<file path="src/rtl/imem_fetch_ctrl_pkg.sv">
// Shared definitions for the instruction-memory sequencer: sizes and FSM encoding.
package imem_fetch_ctrl_pkg;

  localparam int IMEM_DEPTH = 32;
  localparam int IMEM_AW    = 5;
  localparam int IMEM_DW    = 32;

  typedef enum logic [1:0] {
    ST_IDLE  = 2'd0,
    ST_LOAD  = 2'd1,
    ST_FETCH = 2'd2,
    ST_DRAIN = 2'd3
  } state_t;

endpackage

</file>
<file path="src/rtl/imem_fetch_ctrl_fetch_out_reg.sv">
// One-deep registered valid/ready output stage toward decode, with a flush that drops
// the buffered instruction regardless of o_ready.
module imem_fetch_ctrl_fetch_out_reg #(
  parameter int AW = 5,
  parameter int DW = 32
) (
  input  logic          clk,
  input  logic          rst,
  input  logic          i_load,
  input  logic          i_flush,
  input  logic          i_ready,
  input  logic [DW-1:0] i_instr,
  input  logic [AW-1:0] i_pc,
  output logic          o_valid,
  output logic [DW-1:0] o_instr,
  output logic [AW-1:0] o_pc
);

  logic          r_valid;
  logic [DW-1:0] r_instr;
  logic [AW-1:0] r_pc;

  // Handshake: a word transfers on a cycle where o_valid and i_ready are both high;
  // while o_valid is high and i_ready low, o_instr/o_pc hold stable.
  always_ff @(posedge clk) begin
    if (rst) begin
      r_valid <= 1'b0;
      r_instr <= '0;
      r_pc    <= '0;
    end else if (i_flush) begin
      r_valid <= 1'b0;
    end else if (i_load) begin
      r_valid <= 1'b1;
      r_instr <= i_instr;
      r_pc    <= i_pc;
    end else if (i_ready) begin
      r_valid <= 1'b0;
    end
  end

  assign o_valid = r_valid;
  assign o_instr = r_instr;
  assign o_pc    = r_pc;

endmodule

</file>
<file path="src/rtl/imem_fetch_ctrl.sv">
// Instruction-memory sequencer: loads a program through the loader stream, then walks
// the pc from 0 to prog_len, presenting each word to decode; accepts branch redirects.
module imem_fetch_ctrl #(
  parameter int DEPTH = imem_fetch_ctrl_pkg::IMEM_DEPTH,
  parameter int AW    = imem_fetch_ctrl_pkg::IMEM_AW,
  parameter int DW    = imem_fetch_ctrl_pkg::IMEM_DW
) (
  input  logic          clk,
  input  logic          rst,
  input  logic          load_req,
  input  logic          start,
  input  logic          halt_req,
  input  logic          ld_valid,
  input  logic [DW-1:0] ld_data,
  input  logic          ld_last,
  output logic          ld_ready,
  output logic          imem_we,
  output logic [AW-1:0] imem_waddr,
  output logic [DW-1:0] imem_wdata,
  output logic [AW-1:0] imem_raddr,
  input  logic [DW-1:0] imem_rdata,
  input  logic          br_taken,
  input  logic [AW-1:0] br_target,
  output logic          fetch_valid,
  input  logic          fetch_ready,
  output logic [DW-1:0] fetch_instr,
  output logic [AW-1:0] fetch_pc,
  output logic [AW:0]   prog_len,
  output logic          busy,
  output logic          done,
  output logic          err,
  output logic [1:0]    dbg_state
);
  import imem_fetch_ctrl_pkg::*;

  state_t        r_state;
  logic [AW:0]   r_pc;
  logic [AW:0]   r_prog_len;
  logic [AW-1:0] r_wr_ptr;
  logic [AW-1:0] r_waddr;
  logic [DW-1:0] r_wdata;
  logic          r_we;
  logic          r_done;
  logic          r_err;

  logic          w_run;
  logic          w_ld_acc;
  logic          w_ld_end;
  logic          w_adv;
  logic          w_flush;
  logic          w_br_bad;
  logic [AW:0]   w_pc_inc;

  assign ld_ready = (r_state == ST_LOAD);
  assign w_run    = (r_state == ST_FETCH) || (r_state == ST_DRAIN);
  assign w_ld_acc = ld_valid && ld_ready;
  assign w_ld_end = ld_last || (r_wr_ptr == AW'(DEPTH - 1));
  assign w_pc_inc = r_pc + (AW + 1)'(1);
  assign w_br_bad = ({1'b0, br_target} >= r_prog_len);
  assign w_adv    = (r_state == ST_FETCH) && !halt_req && !br_taken &&
                    (!fetch_valid || fetch_ready) && (r_pc < r_prog_len);
  assign w_flush  = w_run && (halt_req || br_taken);

  always_ff @(posedge clk) begin
    if (rst) begin
      r_state    <= ST_IDLE;
      r_pc       <= '0;
      r_prog_len <= '0;
      r_wr_ptr   <= '0;
      r_waddr    <= '0;
      r_wdata    <= '0;
      r_we       <= 1'b0;
      r_done     <= 1'b0;
      r_err      <= 1'b0;
    end else begin
      r_we   <= 1'b0;
      r_done <= 1'b0;
      case (r_state)
        ST_IDLE: begin
          if (load_req) begin
            r_state    <= ST_LOAD;
            r_wr_ptr   <= '0;
            r_prog_len <= '0;
            r_err      <= 1'b0;
          end else if (start && (r_prog_len != '0)) begin
            r_state <= ST_FETCH;
            r_pc    <= '0;
          end
        end
        ST_LOAD: begin
          if (w_ld_acc) begin
            r_we       <= 1'b1;
            r_waddr    <= r_wr_ptr;
            r_wdata    <= ld_data;
            r_wr_ptr   <= r_wr_ptr + AW'(1);
            r_prog_len <= r_prog_len + (AW + 1)'(1);
            if (w_ld_end) r_state <= ST_IDLE;
          end
          if (halt_req) r_state <= ST_IDLE;
        end
        ST_FETCH, ST_DRAIN: begin
          if (halt_req) begin
            r_state <= ST_IDLE;
          end else if (br_taken) begin
            r_pc <= {1'b0, br_target};
            if (w_br_bad) begin
              r_err   <= 1'b1;
              r_state <= ST_IDLE;
            end else begin
              r_state <= ST_FETCH;
            end
          end else if (r_state == ST_FETCH) begin
            // Enter DRAIN as the last word is fetched so done follows its acceptance directly.
            if (w_adv) begin
              r_pc <= w_pc_inc;
              if (w_pc_inc == r_prog_len) r_state <= ST_DRAIN;
            end else if (r_pc >= r_prog_len) begin
              r_state <= ST_DRAIN;
            end
          end else if (!fetch_valid || fetch_ready) begin
            r_done  <= 1'b1;
            r_state <= ST_IDLE;
          end
        end
        default: r_state <= ST_IDLE;
      endcase
    end
  end

  imem_fetch_ctrl_fetch_out_reg #(
    .AW(AW),
    .DW(DW)
  ) u_out (
    .clk     (clk),
    .rst     (rst),
    .i_load  (w_adv),
    .i_flush (w_flush),
    .i_ready (fetch_ready),
    .i_instr (imem_rdata),
    .i_pc    (r_pc[AW-1:0]),
    .o_valid (fetch_valid),
    .o_instr (fetch_instr),
    .o_pc    (fetch_pc)
  );

  assign imem_raddr = r_pc[AW-1:0];
  assign imem_we    = r_we;
  assign imem_waddr = r_waddr;
  assign imem_wdata = r_wdata;
  assign prog_len   = r_prog_len;
  assign busy       = (r_state != ST_IDLE);
  assign done       = r_done;
  assign err        = r_err;
  assign dbg_state  = r_state;

endmodule

</file>
<file path="config.mk">
export PLATFORM = sky130hd
export DESIGN_NAME = imem_fetch_ctrl
export DESIGN_NICKNAME = d
export VERILOG_FILES = /design/src/rtl/imem_fetch_ctrl_pkg.sv /design/src/rtl/imem_fetch_ctrl_fetch_out_reg.sv /design/src/rtl/imem_fetch_ctrl.sv
export SDC_FILE = /design/constraint.sdc
export NUM_CORES = 1
export LEC_CHECK = 0
export BUFFER_PORTS_ARGS = -buffer_cell sky130_fd_sc_hd__buf_2
export CORE_ASPECT_RATIO = 1.25
export CORE_MARGIN = 10
export CORE_UTILIZATION = 40
export DETAILED_ROUTE_END_ITERATION = 6
export PLACE_DENSITY_LB_ADDON = 0.25
export SETUP_SLACK_MARGIN = 0.15
export SKIP_CTS_REPAIR_TIMING = 1
export SYNTH_ARGS = -nofsm -noshare
export SYNTH_HDL_FRONTEND = slang
export SYNTH_HIERARCHICAL = 1
export SYNTH_SLANG_ARGS = --single-unit
export TNS_END_PERCENT = 1
</file>
<file path="constraint.sdc">
create_clock -name clk -period 2.4 [get_ports clk]
set_input_delay 0.12 -clock clk [delete_from_list [all_inputs] [get_ports clk]]
set_output_delay 0.12 -clock clk [all_outputs]
set_load 0.02 [all_outputs]
</file>
==> flow_metrics.tcl, run 1 <==
set metrics [dict create \
    ys_ff_latch 97 \
    synth_ff_type "dfxtp_1" \
    die_height_um 140 \
    worst_pin_slew_ps 803 \
    ys_top_cells_by_area "dfxtp_1, nand4bb_1, nand2_1, a21oi_1, nand2b_1" \
    cts.clk_slew.worst_paths_ps 70 \
    grt-ovfl-total 0 \
    startpoint "prog_len[3]" \
    skew_ps 9.49 \
    met1_usage 0.180 \
    fin_crit_sh 0.885 \
    ir_worst_vdd_mv 0.508 \
    dieArea_um2 16300 \
    grt_max_degree 104 \
    synth_top_cell_area_share 0.419 \
    drv_cap 0 \
    yosysWarnings 6 \
    netlist_area_um2 4630 \
    crit_type "flip-flop to flip-flop" \
    drc 0 \
    start_util 0.414 \
    cp-end-kind "flip-flop" \
    place.gp.congestion 0.912 \
    power_density_nw_per_um2 595 \
    crit_slowest_cell "dfxtp_2" \
    grt_pass1_wl_um 21000 \
    worstSkewPairLatency_ps 340 \
    worstRegToRegCells 9 \
    gr-usage-met3 0.0624 \
    layout-drive-gt1-share 0.318 \
    htree_levels 3 \
    cts_buffer_depth 2 \
    final_util 0.526 \
    numCtsBuffers 9 \
    drtIter0Drc 283 \
    post_drt_wl_per_cell_um 15.7 \
    avgSynthCellArea_um2 8.58 \
    crit_family "simple AND/OR/NAND/NOR gates" \
    yosysMostFrequentCell "dfxtp_1" \
    num_antenna_cells 0 \
    worstSetupPathDepth 9 \
    setup-tns-final_ps 0 \
    seq_area_frac_synth 0.419 \
    syn-num-nets 634 \
    cts_sinks 97 \
    synth.distinct_cells 45 \
    ant_nets 0 \
    yosys-top-cells-count "dfxtp_1, nand2_1, a21oi_1" \
    max_freq_mhz 471 \
    synthCells 540 \
    startpoint_type "flip-flop" \
    hold_class "primary input to flip-flop" \
    worstPathMaxFanout 9 \
    wirelength_um 13200 \
    cp_cell_sequence "inv_2 > ha_1 > a211oi_1 > nor2_1 > nor4_4 > buf_4 > o21ai_4 > or3_1 > a21oi_1" \
    ios 171 \
    cp.required_ps 2650 \
    p_leak_nw 2.56 \
    final-setup-viol-count 0 \
    grt_util_all_layers 0.158 \
    num_vias 4240 \
    synth_edf_count 0 \
    fin_nets 791 \
    rsz0062_at_grt "true" \
    timing.rr.start "prog_len[3]" \
    area_growth_pct 27.2 \
    maxSlewViolCount 0 \
    fillerInstances 1068 \
    vias_per_cell 5.07 \
    grt_pass1_vias 4323 \
    core_area_um2 11200 \
    antenna_found_initial 1 \
    critPathMaxStageDelay_ps 390 \
    cts_tree "built" \
    port_buffers 170 \
    r2r-end "r_pc[3]" \
    rrSetupSlack_ps 280 \
    use_met2 0.254 \
    synth_top_cell_by_area "dfxtp_1" \
    first_pass_iters 4 \
    grt-busiest-layer "met2" \
    cts_root_buffer "clkbuf_16" \
    async_flop_share 0 \
    path_buf_inv 2 \
    hold_slack_ps 14.0 \
    status "complete, no violations" \
    final_hold_viol_count 0 \
    endpoint "r_pc[3]" \
    dp_hpwl_um 9940 \
    period_minus_slack_ps 2120 \
    crit_arrival_ps 2380 \
    fp.dieW_um 116 \
    maxSlewHeadroom 0.465 \
    fp-row-count 43 \
]
==> cell usage in the layout, fill, tap and decap left out, drive strengths merged, types with 2 or more instances in the layout <==
| cell type | instances |
|---|---|
| buf | 191 |
| dfxtp | 97 |
| nand2 | 90 |
| a21oi | 56 |
| o21ai | 44 |
| nand2b | 41 |
| nand4bb | 37 |
| nor2 | 27 |
| ha | 16 |
| inv | 13 |
| nand3 | 11 |
| clkbuf | 11 |
| xnor2 | 7 |
| nor2b | 7 |
| nor3 | 6 |
| or3 | 6 |
| xor2 | 6 |
| nand4 | 5 |
| mux2i | 4 |
| and3 | 3 |
| a31oi | 3 |
| a21o | 3 |
| o21a | 2 |
| clkinv | 2 |
| or2 | 2 |
==> metal layers <==
metal	share of wire	routed length [um]
met1	0.41	5430
met4	0.022	289
met3	0.098	1290
met5	0	0
met2	0.47	6150
==> logic make-up after synthesis <==
group,count (synthesis),share of synthesized area
AND/OR/NAND/NOR,239,0.303
adder cells (fa/ha/maj),16,0.0432
XOR/XNOR,13,0.0246
flip-flops,97,0.419
multiplexers,4,0.00865
AO/OA/AOI/OAI,114,0.135
buffers and inverters,57,0.0662
==> stage by stage <==
step | std cells | power, mW | area (um2) | setup WS (ps)
after floorplan | 540 | 1.93 | 4630 | 216
after global placement | 819 | 2.07 | 5560 | 134
after detailed placement | 819 | 2.08 | 5560 | 36.5
after CTS | 835 | 3.55 | 5870 | 36.7
after global routing | 837 | 3.66 | 5890 | 132
final | 837 | 3.50 | 5890 | 277
==> flip-flops by register name, summed over array words and instances, names as in the netlist, 2 cells and up <==
register	cells
imem_wdata	32
u_out/o_instr	32
prog_len	6
r_pc	6
imem_waddr	5
r_wr_ptr	5
u_out/o_pc	5
dbg_state	2
==> report_power, final <==
group	switching (mW)	total (mW)	leakage, nW	internal (mW)
clock	0.613	1.46	0.146	0.844
sequential	0.0202	1.66	0.784	1.64
combinational	0.221	0.387	1.63	0.166
total	0.855	3.50	2.56	2.65
==> worst min-delay path by stage <==
stage                     start             end  slack (ps)  cells past startpoint
finish              ld_data[30]  imem_wdata[30]          10                      3
CTS                 ld_data[30]  imem_wdata[30]          -3                      3
global route        ld_data[28]  imem_wdata[28]           8                      3
detailed placement   ld_data[5]   imem_wdata[5]         370                      3
global placement     ld_data[0]   imem_wdata[0]         360                      3
floorplan            ld_data[0]   imem_wdata[0]         260                      2
==> worst register-to-register path, delay by kind of cell, from the launching register on <==
kind,cells,cell delay [ps]
AOI/OAI and AO/OA,3,460
buffers and inverters,2,260
and+or+nand+nor,3,630
DFF,1,390
adders and majority gates,1,300
==> area by class of cell <==
type | count | area [um2] | share of cell area
Sequential cell | 97 | 1940 | 0.330
Tap cell | 135 | 169 | 0.0287
Clock buffer | 11 | 243 | 0.0412
Inverter | 12 | 45.0 | 0.00765
Timing Repair Buffer | 191 | 1040 | 0.176
Multi-Input combinational cell | 386 | 2390 | 0.406
Clock inverter | 5 | 63.8 | 0.0108
Note: power is estimated with default switching activity, not from simulation.
==> run 2, diff against run 1 <==
==> constraint.sdc (replaced) <==
create_clock -name clk -period 2.4 [get_ports clk]
set_input_delay 0.36 -clock clk [delete_from_list [all_inputs] [get_ports clk]]
set_output_delay 0.36 -clock clk [all_outputs]
set_load 0.02 [all_outputs]
==> flow_metrics.tcl, run 2 (synthesized netlist as in run 1, its figures left out) <==
set metrics [dict create \
    hold_slack_ps 245 \
    port_buffers 170 \
    ios 171 \
    grt_pass1_vias 4075 \
    rsz0062_at_grt "false" \
    cts_buffer_depth 2 \
    crit_arrival_ps 2350 \
    crit_type "flip-flop to flip-flop" \
    fin_nets 789 \
    grt_pass1_wl_um 20600 \
    place.gp.congestion 0.908 \
    cts_root_buffer "clkbuf_16" \
    die_height_um 140 \
    setup_slack_ps 276 \
    dp_cells 818 \
    fin_crit_sh 0.885 \
    num_antenna_cells 0 \
    power_density_nw_per_um2 584 \
    ant_nets 0 \
    p_leak_nw 2.54 \
    post_drt_wl_per_cell_um 15.9 \
    worstSkewPairLatency_ps 340 \
    cts_sinks 97 \
    fp.dieW_um 116 \
    vias_per_cell 5.08 \
    start_util 0.414 \
    dp_hpwl_um 9900 \
    htree_levels 3 \
    fp-row-count 43 \
    stdcell_area_um2 5860 \
    maxSlewViolCount 0 \
    first_pass_iters 4 \
    area_growth_pct 26.6 \
    cts_tree "built" \
    final_hold_viol_count 0 \
    grt-ovfl-total 0 \
    numCtsBuffers 9 \
    post-place-ws_ps 92.7 \
    maxSlewHeadroom 0.402 \
    final_common_cell "buf_2" \
    skew_ps 11.6 \
    final-instance-count-excl-fill 835 \
    dieArea_um2 16300 \
    max_freq_mhz 471 \
    num_vias 4241 \
    place_area_um2 5540 \
    cp.required_ps 2630 \
    period_minus_slack_ps 2120 \
    setup-tns-final_ps 0 \
    wirelength_um 13300 \
    worstPathMaxFanout 18 \
    startpoint_type "flip-flop" \
    final-setup-viol-count 0 \
    drc 0 \
    hold_class "primary input to flip-flop" \
    grt_max_degree 116 \
    grt_util_all_layers 0.154 \
    worst_pin_slew_ps 897 \
    core_area_um2 11200 \
    layout-drive-gt1-share 0.317 \
    cp-end-kind "flip-flop" \
    ir_worst_vdd_mv 0.311 \
    status "complete, no violations" \
    drtIter0Drc 228 \
    cts.clk_slew.worst_paths_ps 80 \
    final_cell_mix "buf_2, dfxtp_1, nand2_1" \
    antenna_found_initial 0 \
    drv_cap 0 \
]
## run 2: cell count changes in the layout (fill, tap and decap cells not counted), sizes merged
| cell | previous run | this run |
|---|---|---|
| buf | 191 | 188 |
| bufinv | 1 | 0 |
| clkbuf | 11 | 10 |
| clkinv | 2 | 1 |
| clkinvlp | 1 | 2 |
| inv | 13 | 16 |
## run 2: final timing paths
check | endpoint | cells past startpoint | startpoint | slack [ps]
hold reg to reg | imem_waddr[3] | 2 | imem_waddr[3] | 450
hold / removal | imem_wdata[23] | 3 | ld_data[23] | 240
setup reg to reg | u_out/o_instr[0] | 8 | prog_len[3] | 280
setup / recovery | u_out/o_instr[0] | 8 | prog_len[3] | 280
## run 2: where the power goes
group | switching [mW] | internal, mW | total [mW]
Clock | 0.661 | 0.723 | 1.38
Combinational | 0.221 | 0.163 | 0.384
Sequential | 0.0208 | 1.64 | 1.66
Total | 0.902 | 2.52 | 3.43
## run 2: through the flow
stage / utilization / power (mW)
finish: 0.524 / 3.43
global route: 0.524 / 3.58
CTS: 0.521 / 3.47
detailed placement: 0.495 / 2.08
global placement: 0.495 / 2.07
floorplan: - / 1.93
## run 2: metal layers
| metal | part of all wire | routed length, um | vias up | track usage |
|---|---|---|---|---|
| li1 | - | - | 2148 | - |
| met5 | 0 | 0 | - | 0 |
| met2 | 0.47 | 6320 | 135 | 0.249 |
| met4 | 0.013 | 175 | 0 | 0.0502 |
| met3 | 0.079 | 1050 | 13 | 0.0444 |
| met1 | 0.43 | 5760 | 1945 | 0.190 |
## run 2: worst max-delay path: stages, from the launching register on
cell       delay [ps]
dfxtp_4           380
inv_2              70
ha_1              290
a211oi_1          200
nor2_1            120
nor4_4            330
nor2b_4           310
clkbuf_16         220
o21ai_1            70
## run 2: area by class of cell
cell class,count,area [um2]
inverters,12,45.0
repair buffers,189,1030
clock inverters,7,60.1
multi-input cells,386,2390
flip-flops and latches,97,1950
well taps,135,169
clock buffers,9,225
fillers,1085,5330
